$ cat src/rtl/stack_ctrl.sv
// PC return-address stack shared by the control unit (CALL/RET) and the interrupt unit (IRQ/RETI).
// Each push or pop is a two-cycle transaction: grant in IDLE, acknowledge in DONE.
module stack_ctrl #(
  parameter int WIDTH = 18,
  parameter int DEPTH = 32,
  parameter int AW    = 5
) (
  input  logic             clk,
  input  logic             rst_n,
  input  logic             cu_req,
  input  logic             cu_op,
  input  logic [WIDTH-1:0] cu_pc_in,
  output logic             cu_ack,
  input  logic             irq_req,
  input  logic             irq_op,
  input  logic [WIDTH-1:0] irq_pc_in,
  output logic             irq_ack,
  output logic [WIDTH-1:0] pc_out,
  output logic             pc_out_valid,
  output logic [AW:0]      sp,
  output logic             full,
  output logic             empty,
  output logic             ovf_err,
  output logic             unf_err,
  input  logic             err_clr
);

  // state | meaning
  // IDLE  | waiting for a request; arbitration and stack update happen on the leaving edge
  // DONE  | granted requester's ack (and pc_out_valid for a good pop) is presented
  typedef enum logic {IDLE = 1'b0, DONE = 1'b1} state_t;

  localparam logic [AW:0] SP_MAX = (AW+1)'(DEPTH);

  state_t           state;
  logic [WIDTH-1:0] mem [DEPTH];

  logic             grant;
  logic             g_irq;
  logic             g_op;
  logic [WIDTH-1:0] g_pc;
  logic             do_push;
  logic             do_pop;
  logic             bad_push;
  logic             bad_pop;
  logic [AW:0]      sp_dec;

  assign full  = (sp == SP_MAX);
  assign empty = (sp == '0);

  // Interrupt unit has fixed priority; a losing cu_req stays pending.
  assign grant    = (state == IDLE) && (cu_req || irq_req);
  assign g_irq    = irq_req;
  assign g_op     = irq_req ? irq_op : cu_op;
  assign g_pc     = irq_req ? irq_pc_in : cu_pc_in;
  assign do_push  = grant && !g_op && !full;
  assign bad_push = grant && !g_op &&  full;
  assign do_pop   = grant &&  g_op && !empty;
  assign bad_pop  = grant &&  g_op &&  empty;
  assign sp_dec   = sp - 1'b1;

  always_ff @(posedge clk) begin
    if (do_push) mem[sp[AW-1:0]] <= g_pc;
  end

  always_ff @(posedge clk or negedge rst_n) begin
    if (!rst_n) begin
      state        <= IDLE;
      sp           <= '0;
      cu_ack       <= 1'b0;
      irq_ack      <= 1'b0;
      pc_out_valid <= 1'b0;
      pc_out       <= '0;
      ovf_err      <= 1'b0;
      unf_err      <= 1'b0;
    end else begin
      cu_ack       <= 1'b0;
      irq_ack      <= 1'b0;
      pc_out_valid <= 1'b0;
      case (state)
        IDLE: begin
          if (grant) begin
            state   <= DONE;
            irq_ack <= g_irq;
            cu_ack  <= !g_irq;
            if (do_push) sp <= sp + 1'b1;
            if (do_pop) begin
              sp           <= sp_dec;
              pc_out       <= mem[sp_dec[AW-1:0]];
              pc_out_valid <= 1'b1;
            end
          end
        end
        DONE:    state <= IDLE;
        default: state <= IDLE;
      endcase
      // A new error wins over a simultaneous clear.
      ovf_err <= bad_push | (ovf_err & ~err_clr);
      unf_err <= bad_pop  | (unf_err & ~err_clr);
    end
  end

endmodule

$ cat config.mk
export PLATFORM = sky130hd
export DESIGN_NAME = stack_ctrl
export DESIGN_NICKNAME = d
export VERILOG_FILES = /design/src/rtl/stack_ctrl.sv
export SDC_FILE = /design/constraint.sdc
export NUM_CORES = 1
export LEC_CHECK = 0
export CAP_MARGIN = 0
export CORE_MARGIN = 5
export CORE_UTILIZATION = 55
export DETAILED_ROUTE_END_ITERATION = 10
export HOLD_SLACK_MARGIN = 0.15
export PLACE_DENSITY = 0.71
export SYNTH_ARGS = -nofsm -noshare
export SYNTH_HDL_FRONTEND = slang
export SYNTH_SLANG_ARGS = --single-unit
$ cat constraint.sdc
create_clock -name clk -period 3.8 [get_ports clk]
set_input_delay 0.95 -clock clk [delete_from_list [all_inputs] [get_ports clk]]
set_output_delay 0.95 -clock clk [all_outputs]
set_load 0.02 [all_outputs]
==> run summary, run 1 <==
In this run the critical register-to-register path is captured at pc_out[0]. The cell sitting at the root of the clock tree is a sky130_fd_sc_hd__clkbuf_16. Via count of the first global-routing pass: 11900. Slew of the pin with the lowest slew margin: 1.19 ns. Pin placement for this block handled 74 I/O pins. For the maximum number of pins on one net before global-route repair, the log shows 98.

The vias after detailed routing came out at 11700. TritonCTS built the clock tree. In this run the worst setup path terminates at empty.

The later-pin clock latency in the skew report was 0.61 ns. The kind of cell with the highest combined delay along the critical path is buffers and inverters. TritonCTS created 57 clock buffers. The pre-CTS setup slack was 0.438 ns; the data arrival at the endpoint of the critical path was 2.70 ns.

For the final database, setup skew stands at 0.0195 ns. Synthesis inferred 606 register bits. After clock tree synthesis, the clock-pin slew on the worst setup and hold paths is 0.06 ns. The overall overflow remaining after global route is 0. The highest attainable clock frequency came out at 274 MHz. Synthesized cell area: 23900 sq um. The number of design-rule violations left by the first detailed-router iteration was 1493; the deepest level of the CTS H-tree was 2. The synthesized net count was 1167; the largest stage delay on the critical path was 0.62 ns.

In this run the static leakage power is 8.74 nW. The layout cell share with drive strength beyond 1 came out at 29.4%. The count of buffers added on input and output ports is 73. The cell count after synthesis was 1119; the remaining antenna violation count was 0. The worst setup path is launched from a flop.

After filler insertion, the fill cell instance count of the layout stands at 2853. Dividing the detail-routed wire length by the instance count gives 28.3 microns. The overall power of the completed layout was 20.6 mW; the async set or reset register ratio after synthesis was 4.95%. For this run, the leading register cell type out of synthesis is sky130_fd_sc_hd__edfxtp_1.

The core region is 43000 sq um. The overall die width was 218 microns; the share of power burned in combinational logic was 35.2%. Counting buffers and inverters, the worst setup path is 5 cells deep.

The maximum vdd drop came out at 0.625 mV. The final hold violation count came out at 0. Of the synthesized area, sequential elements account for 75.7%. The number of buffers between clock root and the deepest sink is 3. Minimum clock period: 3.65 ns.

For this design the total switching power over the nets is 6.71 mW. The number of antenna diodes in the final layout is 0. Walking the worst path, the cells encountered are inv_1 > ha_4 > or4b_4 > nor2_1 > clkdlybuf4s50_1. Setup violations remaining at the end of the flow were counted as 0.

For the estimated wirelength of the detail-placed design, the log shows 32.0 mm. Before antenna repair, the detailed router went through 5 iterations. Setup slack on the worst reg-to-reg path comes out at 0.65 ns. The count of flip-flops with a built-in enable after synthesis works out to 576.

For this run, design rule violations remaining after detail routing come to 0. In this run, distinct cell masters in the synthesized netlist total 51. In the global route stage, overall resource usage came out at 22.9%. For this run, the number of Yosys warnings is 0. The area growth from synthesis to layout is 15.3%. The number of antenna violations at the first check in global routing came out at 0. Worst setup path category: reg -> out. Post-layout net count: 1309. Once the floorplan was initialized, standard cells occupied 55.5% of the core. From bottom edge to top edge, the die measures 218 microns. Sequential cells account for 38.1% of the total power. STA classifies the critical path endpoint as an output port.

In this run the worst hold path is classified as in -> async. The startpoint identified for the worst register-to-register timing path is sp[0]. Setup repair after global routing left no endpoint under its margin. Net switching is 32.5% of the power. Internal power comes to 13.9 mW. For the worst path setup slack after routing, the log shows 0.145 ns. The global-route wire length before repair was 79.4 mm. Summed over all layers, the routed wires come to 53.6 mm. Together, buffers and inverters on the worst path number 2.

The tools report the total negative setup slack as 0 ns. The number of cells on the worst reg-to-reg path is 7. The average instance in the mapped netlist occupies 21.3 sq um. The run gives 20.7% as the relative slew slack. Beginning of the critical path: sp[1]. The clock network burns 26.8% of the power.

The final critical-path share of the clock period is 96.2%. The total power per unit cell area is 750 nW/um^2, and the highest fanout seen on the critical path is 10. Vias per cell: 6.18.

Across the run, the number of max-cap violations was 0. The floorplan row count is 76. The die covers 47600 sq um. The run finished with clean final reports. The logs give 2.85 ns for the required time of the worst setup path and 0.826 for the global placer's final weighted congestion.

The number of buffers inserted by post-CTS setup repair is 0. Slowest library cell on the worst path: sky130_fd_sc_hd__clkdlybuf4s50_1. Counting every sink on the clock net gives 606. The tools report the final-report max-slew violation count as 0.
-- power groups by stage --
stage               logic, mW  registers [mW]  clock network, mW
CTS                      7.32            7.85               5.63
detailed placement       7.27            7.99                  0
global route             7.66            7.88               5.91
floorplan                4.78            8.02                  0
finish                   7.25            7.86               5.52
global placement         7.24            7.98                  0
-- cell families after synthesis --
group	Yosys count	synth area share (%)
AND/OR/NAND/NOR	145	2.81
multiplexers	194	16.0
adder cells (fa/ha/maj)	5	0.262
flip-flops	606	75.7
XOR/XNOR	9	0.409
buffers and inverters	72	1.60
AO/OA/AOI/OAI	88	3.31
-- flip-flops by register name (all words and copies together), names as in the netlist --
| signal | count |
|---|---|
| mem | 576 |
| ovf_err | 1 |
| unf_err | 1 |
| irq_ack | 1 |
| sp | 6 |
| state | 1 |
| pc_out_valid | 1 |
| cu_ack | 1 |
| pc_out | 18 |
-- routing by layer --
layer / routed length, microns / up-vias / global-route usage [%]
met3: 4260 / 67 / 4.96
met5: 0 / - / 0
li1: - / 4943 / -
met4: 1290 / 0 / 6.01
met1: 22300 / 6198 / 34.0
met2: 25700 / 502 / 35.4
-- cell usage after synthesis, types with 2 or more instances --
| library cell | instances | area [sq um] |
|---|---|---|
| sky130_fd_sc_hd__edfxtp_1 | 576 | 17300 |
| sky130_fd_sc_hd__mux4_2 | 144 | 3240 |
| sky130_fd_sc_hd__nand2_1 | 61 | 229 |
| sky130_fd_sc_hd__nor2_1 | 37 | 139 |
| sky130_fd_sc_hd__dfrtp_1 | 30 | 751 |
| sky130_fd_sc_hd__mux2_2 | 27 | 304 |
| sky130_fd_sc_hd__buf_2 | 26 | 130 |
| sky130_fd_sc_hd__mux2_1 | 23 | 259 |
| sky130_fd_sc_hd__nand3_1 | 23 | 115 |
| sky130_fd_sc_hd__clkbuf_1 | 22 | 82.6 |
| sky130_fd_sc_hd__o32ai_1 | 18 | 158 |
| sky130_fd_sc_hd__o22ai_1 | 17 | 106 |
| sky130_fd_sc_hd__o31ai_1 | 17 | 128 |
| sky130_fd_sc_hd__a211oi_2 | 16 | 200 |
| sky130_fd_sc_hd__inv_1 | 8 | 30.0 |
| sky130_fd_sc_hd__buf_4 | 7 | 52.6 |
| sky130_fd_sc_hd__buf_6 | 7 | 78.8 |
| sky130_fd_sc_hd__ha_1 | 5 | 62.6 |
| sky130_fd_sc_hd__nor3_1 | 4 | 20.0 |
| sky130_fd_sc_hd__o211ai_1 | 4 | 30.0 |
| sky130_fd_sc_hd__xnor2_1 | 4 | 35.0 |
| sky130_fd_sc_hd__xor2_1 | 4 | 35.0 |
| sky130_fd_sc_hd__a31oi_1 | 3 | 18.8 |
| sky130_fd_sc_hd__or3_1 | 3 | 18.8 |
| sky130_fd_sc_hd__a2111oi_0 | 2 | 17.5 |
| sky130_fd_sc_hd__a21o_1 | 2 | 15.0 |
| sky130_fd_sc_hd__a21oi_1 | 2 | 10.0 |
| sky130_fd_sc_hd__nor2_2 | 2 | 12.5 |
| sky130_fd_sc_hd__nor2b_1 | 2 | 12.5 |
| sky130_fd_sc_hd__nor3b_1 | 2 | 15.0 |
-- per-stage QoR --
step	cells	utilization, %	hold WS [ns]	cell area [sq um]
finish	1894	64.0	0.403	27500
CTS	1894	64.0	0.397	27500
global placement	1787	59.7	0.507	25700
floorplan	1119	-	0.537	23900
global route	1894	64.0	0.440	27500
detailed placement	1787	59.7	0.525	25700
-- layout by cell type (no fill, tap or decap), types with 4 or more instances in the layout --
| cell type | synthesis | final |
|---|---|---|
| sky130_fd_sc_hd__clkdlybuf4s50_1 | 0 | 72 |
| sky130_fd_sc_hd__clkinv_1 | 0 | 8 |
| sky130_fd_sc_hd__buf_4 | 7 | 69 |
| sky130_fd_sc_hd__clkbuf_8 | 0 | 6 |
| sky130_fd_sc_hd__mux2_1 | 23 | 23 |
| sky130_fd_sc_hd__o22ai_1 | 17 | 17 |
| sky130_fd_sc_hd__inv_1 | 8 | 7 |
| sky130_fd_sc_hd__o32ai_1 | 18 | 18 |
| sky130_fd_sc_hd__nor2_2 | 2 | 21 |
| sky130_fd_sc_hd__o31ai_1 | 17 | 17 |
| sky130_fd_sc_hd__mux4_2 | 144 | 144 |
| sky130_fd_sc_hd__nand3_1 | 23 | 23 |
| sky130_fd_sc_hd__clkinvlp_4 | 0 | 5 |
| sky130_fd_sc_hd__clkinv_2 | 0 | 8 |
| sky130_fd_sc_hd__clkbuf_16 | 0 | 59 |
| sky130_fd_sc_hd__nor2_1 | 37 | 18 |
| sky130_fd_sc_hd__o211ai_1 | 4 | 4 |
| sky130_fd_sc_hd__edfxtp_1 | 576 | 576 |
| sky130_fd_sc_hd__buf_12 | 0 | 4 |
| sky130_fd_sc_hd__dfrtp_1 | 30 | 28 |
| sky130_fd_sc_hd__clkbuf_1 | 22 | 16 |
| sky130_fd_sc_hd__mux2_2 | 27 | 27 |
| sky130_fd_sc_hd__ha_1 | 5 | 4 |
| sky130_fd_sc_hd__nand2_1 | 61 | 61 |
| sky130_fd_sc_hd__a211oi_2 | 16 | 16 |
-- worst min-delay path by stage --
stage / from / to / slack, ns / cells after the start
global placement: unf_err / unf_err / 0.51 / 2
CTS: rst_n / pc_out[8] / 0.40 / 1
finish: rst_n / pc_out[12] / 0.40 / 1
global route: rst_n / pc_out[12] / 0.44 / 1
floorplan: state / irq_ack / 0.54 / 1
detailed placement: unf_err / unf_err / 0.52 / 2
-- cell type report --
| type | instances | area [sq um] | share of cell area [%] |
|---|---|---|---|
| multi-input cells | 441 | 5520 | 20.1 |
| inverters | 9 | 37.5 | 0.136 |
| well taps | 585 | 732 | 2.66 |
| repair buffers | 146 | 1320 | 4.81 |
| flip-flops and latches | 606 | 18100 | 65.6 |
| clock buffers | 81 | 1620 | 5.89 |
| clock inverters | 26 | 216 | 0.787 |
-- repair_timing --
| item | in CTS | in global routing |
|---|---|---|
| gates resized for setup | 0 | 2 |
| endpoints found under the setup margin | 0 | 2 |
| hold buffers | 0 | 0 |
No activity file was read; power rests on OpenSTA's default activity.
==> run 2: changes to the inputs <==
CORE_MARGIN = 1   (was 5)
GPL_ROUTABILITY_DRIVEN = 0   (was unset)
==> run summary, run 2 (synthesis gave the netlist of run 1 again) <==
The run finished with clean final reports. STA classifies the critical path endpoint as an output port. For the number of buffers between clock root and the deepest sink, the log shows 3 (unchanged).

The detailed router used layers up to and including met4. The clock-pin slew reported for the worst setup and hold paths after clock tree synthesis is 0.07 ns (about the same), and the DRC violation count after routing is 0 (unchanged). The die outline height was 210 microns (-3.7%); the post-placement cell area was 25700 sq um (+0.14%). The library cell used most frequently in the layout, excluding fill and tap cells, is sky130_fd_sc_hd__edfxtp_1.

The number of buffers inserted by post-CTS setup repair is 0 (unchanged), and the flip-flop count of the largest register, all copies and words added is 576 (unchanged). The data arrival at the endpoint of the critical path is 2.66 ns (-0.04 ns), and the initial core utilization is 56.4% (+0.86 points). The run gives 53 (-46%) as the maximum number of pins on one net before global-route repair. The logs give 0.65 ns (about the same) for the register-to-register setup slack and 25.7% (+2.8 points) for the overall routing resource usage. The final worst clock skew is 0.0125 ns (-0.00703 ns). The critical path in this run is classified as reg -> out. The logs give 0 (unchanged) for the number of antenna violations at the first check in global routing and 22.3 mm (-0.18%) for the detailed-routing wirelength on met1.

Layout cell share with drive strength beyond 1: 30.2% (+0.81 points). Worst flop-to-flop path startpoint: sp[0]. For the via count of the first global-routing pass, the log shows 11800 (-0.36%).

Walking the worst path, the cells encountered are clkinvlp_4 > ha_4 > nor4b_4 > nand2_1 > inv_1 > clkdlybuf4s50_1. The area growth from synthesis to layout is 16.5%. The run gives 0 (unchanged) as the total setup violations reported at the end of the flow.

The slowest library cell on the worst path was sky130_fd_sc_hd__dfrtp_4. Number of CTS-inserted buffers: 58 (+1.8%). The top cell types in the final layout, fill and taps aside, are 576 x sky130_fd_sc_hd__edfxtp_1, 144 x sky130_fd_sc_hd__mux4_2, 76 x sky130_fd_sc_hd__buf_4.

The tools report the maximum vdd drop as 0.439 mV (-30%). The largest stage delay on the critical path was 0.60 ns (-0.02 ns). The minimum clock period was 3.61 ns (-0.0449 ns); the slew of the pin with the lowest slew margin was 0.988 ns (-0.202 ns).

The floorplan row count is 75 (-1.3%). The logs give 27.2 mm (+5.7%) for the routed length on met2 and 44200 sq um (-7.2%) for the overall die area. Overall die width: 210 microns (-3.7%). Setup repair after global routing left no endpoint under its margin. For the total number of clock tree sinks, the log shows 606 (unchanged).

The kind of cell with the highest combined delay along the critical path is buffers and inverters. The end of the worst register-to-register path is pc_out[6]. The number of design-rule violations left by the first detailed-router iteration came out at 1276 (-15%). The highest fanout seen on the critical path was 17 (+7); the estimated wirelength of the detail-placed design was 33.2 mm (+3.8%). The number of cells on the critical path works out to 6 (+1). The total power per unit cell area is 769 nW/um^2 (+2.5%), and the final-report max-slew violation count is 0 (unchanged).

The logs give 2.85 ns (about the same) for the required time of the worst setup path and 80.4 mm (+1.2%) for the global-route wire length before repair. For the relative slew slack, the log shows 34.1% (+13 points). The number of port buffers was 73 (unchanged). The logs give 0.61 ns (about the same) for the later-pin clock latency in the skew report and 277 MHz (+1.2%) for the highest attainable clock frequency. The run gives 42300 sq um (-1.5%) as the core footprint.

For the remaining antenna violation count, the log shows 0 (unchanged). The overall overflow remaining after global route came out at 0 (unchanged). The number of placed I/O pins came out at 74 (unchanged). The path class of the lowest-slack min-delay path was in -> async. For the deepest level of the CTS H-tree, the log shows 2 (unchanged). TritonCTS built the clock tree. The kind of start point of the critical path was a flop.

The vias per cell came out at 6.23 (+0.77%). The buffers plus inverters on the worst setup path was 3 (+1); the final hold violation count was 0 (unchanged). The number of detailed-routing iterations run before antenna repair came out at 5 (unchanged). CTS placed an instance of sky130_fd_sc_hd__clkbuf_16 at the clock tree root. The final routed wire length divided by cell count was 29.1 microns (+2.8%); the count of maximum capacitance violations was 0 (unchanged).

The post-layout net count is 1317 (+0.61%), and the total negative setup slack is 0 ns (unchanged). The run gives 8.91 nW (+2.0%) as the static leakage. The vias after detailed routing is 11800 (+0.82%). The final routed wirelength across all metal layers is 55.1 mm (+2.8%), and the depth of the worst register-to-register path is 8 (+1). For the cell area after layout, the log shows 27800 sq um (+1.0%). The run gives 2686 (-5.9%) as the layout filler cell count. The final critical-path share of the clock period works out to 95.0% (-1.2 points). Met3 wire length: 4.07 mm (-4.5%).
run 2: worst max-delay path by stage:
stage	start	end
after floorplan	sp[0]	mem[0][0]
after global placement	irq_req	mem[27][16]
after detailed placement	irq_req	mem[7][10]
after CTS	sp[0]	empty
after global routing	sp[0]	full
final	sp[0]	full
run 2: layout make-up:
type | instances | area (sq um) | area share, %
antenna | 1 | 2.50 | 0.00901
clock buffer | 76 | 1620 | 5.83
clock inverter | 32 | 448 | 1.61
inverter | 9 | 37.5 | 0.135
multi-input combinational | 441 | 5520 | 19.9
sequential | 606 | 18100 | 65.0
tap | 577 | 722 | 2.60
timing repair buffer | 153 | 1380 | 4.96
run 2: repair_timing:
action / CTS / global route
endpoints found under the hold margin: 0 / 0
hold buffers: 0 / 0
endpoints found under the setup margin: 2 / 2
resized for setup: 1 / 2
pin swaps: 0 / 0
run 2: worst register-to-register path: stages, from the launching register on:
cell and delay, ns:
sky130_fd_sc_hd__dfrtp_4 0.59, sky130_fd_sc_hd__clkinvlp_4 0.24, sky130_fd_sc_hd__ha_1 0.41, sky130_fd_sc_hd__xor2_4 0.62
sky130_fd_sc_hd__buf_4 0.36, sky130_fd_sc_hd__nand2_1 0.16, sky130_fd_sc_hd__nand3_1 0.17, sky130_fd_sc_hd__o31ai_1 0.21
sky130_fd_sc_hd__a211oi_2 0.30
run 2: through the flow:
step	util, %	instances	hold WS (ns)	worst slack (ns)	total power, mW
after global placement	60.7	1786	0.514	0.358	15.3
after detailed placement	60.7	1786	0.524	0.359	15.4
after global routing	65.6	1894	0.486	0.0831	22.0
after CTS	65.6	1894	0.438	0.0410	21.5
after floorplan	-	1119	0.537	0.00982	12.8
final	65.6	1895	0.450	0.190	21.4
run 2: routing by layer:
metal | vias to the layer above | global-route usage, %
met5 | - | 0
met4 | 0 | 8.73
met3 | 75 | 3.99
met2 | 542 | 41.7
met1 | 6221 | 36.1
li1 | 4968 | -
run 2: report_power, final:
part / internal (mW) / switching, mW
logic: 3.15 / 4.18
clock network: 3.74 / 2.41
registers: 7.64 / 0.231
